File: src/rtl/adc_lane_merger_if.sv
`default_nettype none
// +----------------------------------------------------------------------+
// | adc_lane_merger_if                                                   |
// | Sample-input strobes and packed-word valid/ready output bus.         |
// | Rev 1.0                                                              |
// +----------------------------------------------------------------------+
interface adc_lane_merger_if #(
  parameter int NCH = 2,
  parameter int DW  = 16
);
  logic [NCH-1:0]    in_valid;
  logic [NCH*DW-1:0] in_data;
  logic              out_valid;
  logic              out_ready;
  logic [NCH*DW-1:0] out_data;

  modport master (
    output in_valid, in_data, out_ready,
    input  out_valid, out_data
  );

  modport slave (
    input  in_valid, in_data, out_ready,
    output out_valid, out_data
  );
endinterface
`default_nettype wire

File: src/rtl/adc_lane_merger.sv
`default_nettype none
// +----------------------------------------------------------------------+
// | adc_lane_merger                                                      |
// | N-lane ADC sample aligner: per-lane FIFOs popped together into a     |
// | valid/ready output register, with overflow and skew status.          |
// | Rev 1.0                                                              |
// +----------------------------------------------------------------------+
module adc_lane_merger #(
  parameter int NCH      = 2,
  parameter int DW       = 16,
  parameter int DEPTH    = 16,
  parameter int SKEW_MAX = 8
) (
  input  logic             clk,
  input  logic             rst,
  input  logic [NCH-1:0]   ch_en,
  input  logic             clr,
  adc_lane_merger_if.slave bus,
  output logic [NCH-1:0]   ovf_flag,
  output logic [15:0]      ovf_cnt,
  output logic             desync
);

  localparam int              c_aw       = $clog2(DEPTH);
  localparam logic [c_aw:0]   c_full     = (c_aw+1)'(DEPTH);
  localparam logic [31:0]     c_skew_max = 32'(SKEW_MAX);

  logic [DW-1:0]     r_mem    [NCH][DEPTH];
  logic [c_aw-1:0]   r_wr_ptr [NCH];
  logic [c_aw-1:0]   r_rd_ptr [NCH];
  logic [c_aw:0]     r_level  [NCH];
  logic              r_out_valid;
  logic [NCH*DW-1:0] r_out_data;
  logic [NCH-1:0]    r_ovf_flag;
  logic [15:0]       r_ovf_cnt;
  logic              r_desync;

  logic [NCH-1:0]    w_lane_ready;
  logic [NCH-1:0]    w_push_req;
  logic [NCH-1:0]    w_push;
  logic [NCH-1:0]    w_pop;
  logic [NCH-1:0]    w_drop;
  logic              w_fire;
  logic              w_multi_en;
  logic              w_skew_bad;
  logic [c_aw:0]     w_max;
  logic [c_aw:0]     w_min;
  logic [NCH*DW-1:0] w_pack;

  always_comb begin
    w_lane_ready = '0;
    w_push_req   = '0;
    w_push       = '0;
    w_pop        = '0;
    w_drop       = '0;
    w_max        = '0;
    w_min        = c_full;
    w_pack       = '0;
    // Disabled lanes never block a fire and contribute zeros to the word.
    for (int i = 0; i < NCH; i++) begin
      w_lane_ready[i] = ~ch_en[i] | (r_level[i] != '0);
      w_push_req[i]   = bus.in_valid[i] & ch_en[i];
      if (ch_en[i]) begin
        if (r_level[i] > w_max) w_max = r_level[i];
        if (r_level[i] < w_min) w_min = r_level[i];
        w_pack[i*DW +: DW] = r_mem[i][r_rd_ptr[i]];
      end
    end
    w_fire = (ch_en != '0) & (&w_lane_ready) & (~r_out_valid | bus.out_ready);
    // A full lane still accepts a sample when it is being popped this cycle.
    for (int i = 0; i < NCH; i++) begin
      w_pop[i]  = w_fire & ch_en[i];
      w_push[i] = w_push_req[i] & ((r_level[i] != c_full) | w_pop[i]);
      w_drop[i] = w_push_req[i] & ~w_push[i];
    end
    w_multi_en = (ch_en & (ch_en - NCH'(1))) != '0;
    w_skew_bad = w_multi_en && (32'(w_max - w_min) > c_skew_max);
  end

  always_ff @(posedge clk) begin
    for (int i = 0; i < NCH; i++) begin
      if (w_push[i]) r_mem[i][r_wr_ptr[i]] <= bus.in_data[i*DW +: DW];
    end
  end

  always_ff @(posedge clk or posedge rst) begin
    if (rst) begin
      for (int i = 0; i < NCH; i++) begin
        r_wr_ptr[i] <= '0;
        r_rd_ptr[i] <= '0;
        r_level[i]  <= '0;
      end
      r_out_valid <= 1'b0;
      r_out_data  <= '0;
      r_ovf_flag  <= '0;
      r_ovf_cnt   <= '0;
      r_desync    <= 1'b0;
    end else begin
      for (int i = 0; i < NCH; i++) begin
        if (!ch_en[i]) begin
          r_wr_ptr[i] <= '0;
          r_rd_ptr[i] <= '0;
          r_level[i]  <= '0;
        end else begin
          if (w_push[i]) r_wr_ptr[i] <= r_wr_ptr[i] + c_aw'(1);
          if (w_pop[i])  r_rd_ptr[i] <= r_rd_ptr[i] + c_aw'(1);
          case ({w_push[i], w_pop[i]})
            2'b10:   r_level[i] <= r_level[i] + (c_aw+1)'(1);
            2'b01:   r_level[i] <= r_level[i] - (c_aw+1)'(1);
            default: r_level[i] <= r_level[i];
          endcase
        end
      end

      if (w_fire) begin
        r_out_valid <= 1'b1;
        r_out_data  <= w_pack;
      end else if (bus.out_ready) begin
        r_out_valid <= 1'b0;
      end

      // Status events coinciding with clr survive the clear.
      if (clr) begin
        r_ovf_flag <= w_drop;
        r_ovf_cnt  <= {15'd0, |w_drop};
        r_desync   <= w_skew_bad;
      end else begin
        r_ovf_flag <= r_ovf_flag | w_drop;
        if ((|w_drop) && (r_ovf_cnt != 16'hFFFF)) r_ovf_cnt <= r_ovf_cnt + 16'd1;
        r_desync   <= r_desync | w_skew_bad;
      end
    end
  end

  assign bus.out_valid = r_out_valid;
  assign bus.out_data  = r_out_data;
  assign ovf_flag      = r_ovf_flag;
  assign ovf_cnt       = r_ovf_cnt;
  assign desync        = r_desync;

endmodule
`default_nettype wire

File: src/flat_wrapper.sv
// flat-port wrapper written by rule: the top's interface ports become plain ports
module adc_lane_merger_flat 
#(
  parameter int NCH      = 2,
  parameter int DW       = 16,
  parameter int DEPTH    = 16,
  parameter int SKEW_MAX = 8
)
  (clk, rst, ch_en, clr, ovf_flag, ovf_cnt, desync, bus_in_valid, bus_in_data, bus_out_ready, bus_out_valid, bus_out_data);
  adc_lane_merger_if #(.NCH(NCH), .DW(DW)) bus_i ();
  input  logic clk;
  input  logic rst;
  input  logic [NCH-1:0] ch_en;
  input  logic clr;
  output logic [NCH-1:0] ovf_flag;
  output logic [15:0] ovf_cnt;
  output logic desync;
  input wire logic [$bits(bus_i.in_valid)-1:0] bus_in_valid;
  input wire logic [$bits(bus_i.in_data)-1:0] bus_in_data;
  input wire logic [$bits(bus_i.out_ready)-1:0] bus_out_ready;
  output wire logic [$bits(bus_i.out_valid)-1:0] bus_out_valid;
  output wire logic [$bits(bus_i.out_data)-1:0] bus_out_data;
  assign bus_i.in_valid = bus_in_valid;
  assign bus_i.in_data = bus_in_data;
  assign bus_i.out_ready = bus_out_ready;
  assign bus_out_valid = bus_i.out_valid;
  assign bus_out_data = bus_i.out_data;
  adc_lane_merger #(.NCH(NCH), .DW(DW), .DEPTH(DEPTH), .SKEW_MAX(SKEW_MAX)) u_core (.clk(clk), .rst(rst), .ch_en(ch_en), .clr(clr), .bus(bus_i), .ovf_flag(ovf_flag), .ovf_cnt(ovf_cnt), .desync(desync));
endmodule
File: config.mk
export PLATFORM = sky130hd
export DESIGN_NAME = adc_lane_merger_flat
export DESIGN_NICKNAME = d
export VERILOG_FILES = /design/src/rtl/adc_lane_merger_if.sv /design/src/rtl/adc_lane_merger.sv /design/src/flat_wrapper.sv
export SDC_FILE = /design/constraint.sdc
export NUM_CORES = 1
export LEC_CHECK = 0
export CAP_MARGIN = 10
export CORE_UTILIZATION = 55
export DETAILED_ROUTE_END_ITERATION = 10
export PLACE_DENSITY_LB_ADDON = 0.05
export SLEW_MARGIN = 20
export SYNTH_ARGS = -nofsm -noshare
export SYNTH_HDL_FRONTEND = slang
export SYNTH_SLANG_ARGS = --single-unit
File: constraint.sdc
create_clock -name clk -period 3.62 [get_ports clk]
set_clock_uncertainty 0.05 [all_clocks]
set_input_delay 0.905 -clock clk [delete_from_list [all_inputs] [get_ports clk]]
set_output_delay 0.905 -clock clk [all_outputs]
set_load 0.01 [all_outputs]
==> impl_metrics.json <==
{
  "cp.required_ps": 4070,
  "synth_fp_nets": 1358,
  "dp_hpwl_um": 30700,
  "p_clk_frac": 0.347,
  "htreeDepth": 2,
  "drive_gt1_frac": 0.267,
  "antenna_found_initial": 2,
  "fmax_mhz": 293,
  "grtUsageTotal": 0.240,
  "final_cell_mix": "512 x edfxtp_1, 128 x mux4_2, 96 x buf_4, 90 x clkdlybuf4s50_1, 72 x dfrtp_1",
  "drv_cap": 0,
  "power_switching_mw": 4.79,
  "syn_area_per_cell_um2": 18.6,
  "via_per_inst": 5.95,
  "nNetsFinal": 1561,
  "yosysTopAreaCellShare": 0.644,
  "rows": 75,
  "ys_seq_elements": 590,
  "cts_sinks": 590,
  "portBuffers": 91,
  "swShare": 0.255,
  "die_w_um": 210,
  "finalCritPeriodShare": 0.942,
  "stdcell_area_mm2": 0.0288,
  "overflow": 0,
  "ir_drop_mv": 0.489,
  "crit_path_max_fanout": 7,
  "total_power_mw": 18.7,
  "diodes": 0,
  "layout_setup_ws_ps": 209,
  "drc": 0,
  "core_area_mm2": 0.0424,
  "timing.slew.headroom": 0.314,
  "gp_congestion": 0.814,
  "final-hold-violation-count": 0,
  "cts_tree": "built",
  "synth_warnings": 0,
  "status": "completed",
  "numCtsBuffers": 59,
  "die_y_um": 210,
  "p_comb_frac": 0.225,
  "endpoint": "u_core.desync",
  "routedWlPerCell_um": 23.9,
  "grt_pass1_vias": 12900,
  "vias": 12600,
  "seq_area_mm2": 0.0173,
  "tightestPinTransition_ps": 1030,
  "ioPinCount": 92,
  "clk_latency_ps": 610,
  "power.internal_mw": 14.0,
  "start_kind": "input port",
  "place_area_mm2": 0.0266,
  "fin_crit_ps": 3410,
  "dp_slack_ps": -923,
  "syn2layout_area_growth_pct": 20.4,
  "finalSetupViolCount": 0,
  "drt_iter0_markers": 949,
  "rr_worst_depth": 17,
  "critPathLaunch": "ch_en[0]",
  "tns_ps": 0,
  "hp-class": "flop to flop",
  "layout_commonest_cell": "edfxtp_1",
  "rsz0062_at_grt": "no",
  "grt_max_degree": 68,
  "dr.pass1.iters": 5,
  "synthCells": 1284,
  "cellLeakagePower_nw": 9.73,
  "grt_pass1_wl_um": 77900,
  "seq_power_share": 0.427,
  "ant_nets": 0,
  "yosys.area.top_type": "edfxtp_1",
  "seq_area_frac_synth": 0.725,
  "routed_wl_um": 50500,
  "clk_pin_slew_ps": 60,
  "clock-root-buffer": "clkbuf_16",
  "async_flop_share": 0.132,
  "syn-cell-area_mm2": 0.0239,
  "synth_edf_count": 512,
  "multiInputGateArea_mm2": 0.00640,
  "dieArea_mm2": 0.0443,
  "path_class": "input port to flop",
  "synth.area.top_cells": "edfxtp_1 64%, mux4_2 12%, dfrtp_1 8.2%",
  "ys_types": 50,
  "timing.rr.end": "u_core.desync",
  "start_util": 0.563,
  "finalMaxSlewViolations": 0,
  "powerDensity_mw_per_mm2": 652,
  "cp-end-kind": "flop",
  "fill_cells": 2893,
  "cts_buffer_depth": 3,
  "reg2reg_from": "u_core.r_level[6]",
  "cp_data_arrival_time_ps": 3860,
  "ys.flop_type": "edfxtp_1",
  "rrSetupSlack_ps": 230
}
-- how the worst min path moves through the flow --
stage	from	endpoint	slack, ps	cells after the start
floorplan	u_core.ovf_flag[0]	u_core.ovf_flag[0]	470	1
global placement	u_core.bus.out_data[3]	u_core.bus.out_data[3]	440	1
detailed placement	u_core.bus.out_data[16]	u_core.bus.out_data[16]	440	1
CTS	u_core.bus.out_data[16]	u_core.bus.out_data[16]	460	1
global route	u_core.bus.out_data[26]	u_core.bus.out_data[26]	470	1
finish	u_core.bus.out_data[16]	u_core.bus.out_data[16]	450	1
-- critical path: stages --
cell and delay [ps]:
clkbuf_2 120, buf_6 140, nand2_4 50, buf_4 140
ha_1 170, a21o_1 150, a21oi_1 130, nor2b_1 70
o31ai_2 310, nor2_2 80, mux2i_1 200, ha_2 200
inv_2 40, fa_2 360, a21o_1 190, nand2_1 90
mux2_4 170, a21oi_2 40, a221o_1 310
-- cell usage after synthesis (4+ instances only) --
cell type	n
nand4_1	11
and4_1	5
nand3_1	6
inv_1	21
a211oi_1	35
mux4_2	128
a21o_1	11
xnor2_1	11
nor3_1	15
and2_1	4
o21ai_0	14
edfxtp_1	512
mux2i_1	43
and3_1	5
nand2_1	40
xor2_1	9
ha_1	31
a21oi_1	53
o31ai_1	8
or4_1	4
nand2b_1	7
a22o_1	32
buf_2	16
or3_1	8
clkbuf_1	42
nor2b_1	33
buf_1	10
mux2_2	7
dfrtp_1	78
nor2_1	56
-- what timing repair did --
action / in CTS / in global routing
gates resized for setup: 3 / 4
setup buffers: 2 / 0
pin swaps: 2 / 4
hold buffers: 0 / 0
setup endpoints to repair: 1 / 1
-- power by group through the flow --
stage	registers, mW	clock network [mW]	logic, mW
after floorplan	8.05	0	2.91
after global placement	8.14	0	4.20
after detailed placement	8.15	0	4.24
after CTS	8.01	6.64	4.28
after global routing	8.05	6.88	4.63
final	8.01	6.51	4.22
-- cells by family after synthesis --
logic type / after synthesis / share of synthesized area
AOI/OAI and AO/OA: 171 / 0.0490
xor gates and xnor gates: 20 / 0.00733
adders and majority gates: 34 / 0.0187
buffers and inverters: 90 / 0.0153
and+or+nand+nor: 201 / 0.0424
DFF: 590 / 0.725
muxes: 178 / 0.142
-- sequential cells by signal, indices dropped and copies added, names as in the netlist --
signal	cells
u_core.bus.out_data	32
u_core.bus.out_valid	1
u_core.desync	1
u_core.ovf_cnt	16
u_core.ovf_flag	2
u_core.r_level	10
u_core.r_mem	512
u_core.r_rd_ptr	8
u_core.r_wr_ptr	8
-- layer usage --
layer,track usage,part of all wire,wire length [µm]
met5,0,0.00051,26
met4,0.0757,0.023,1150
met3,0.0347,0.052,2620
met2,0.364,0.47,23600
met1,0.363,0.46,23200
-- per-stage QoR --
stage / utilization / hold slack, ps / cells
2_1_floorplan: - / 471 / 1284
3_3_place_gp: 0.627 / 437 / 2001
6_report: 0.678 / 451 / 2115
3_5_place_dp: 0.627 / 443 / 2001
4_1_cts: 0.678 / 459 / 2115
5_1_grt: 0.678 / 472 / 2115
-- cell type report --
cell class	count	share of cell area
flip-flops and latches	590	0.603
multi-input cells	604	0.222
repair buffers	211	0.0730
clock buffers	81	0.0588
well taps	577	0.0251
clock inverters	31	0.0150
inverters	21	0.00283
No activity file was read; power rests on OpenSTA's default activity.
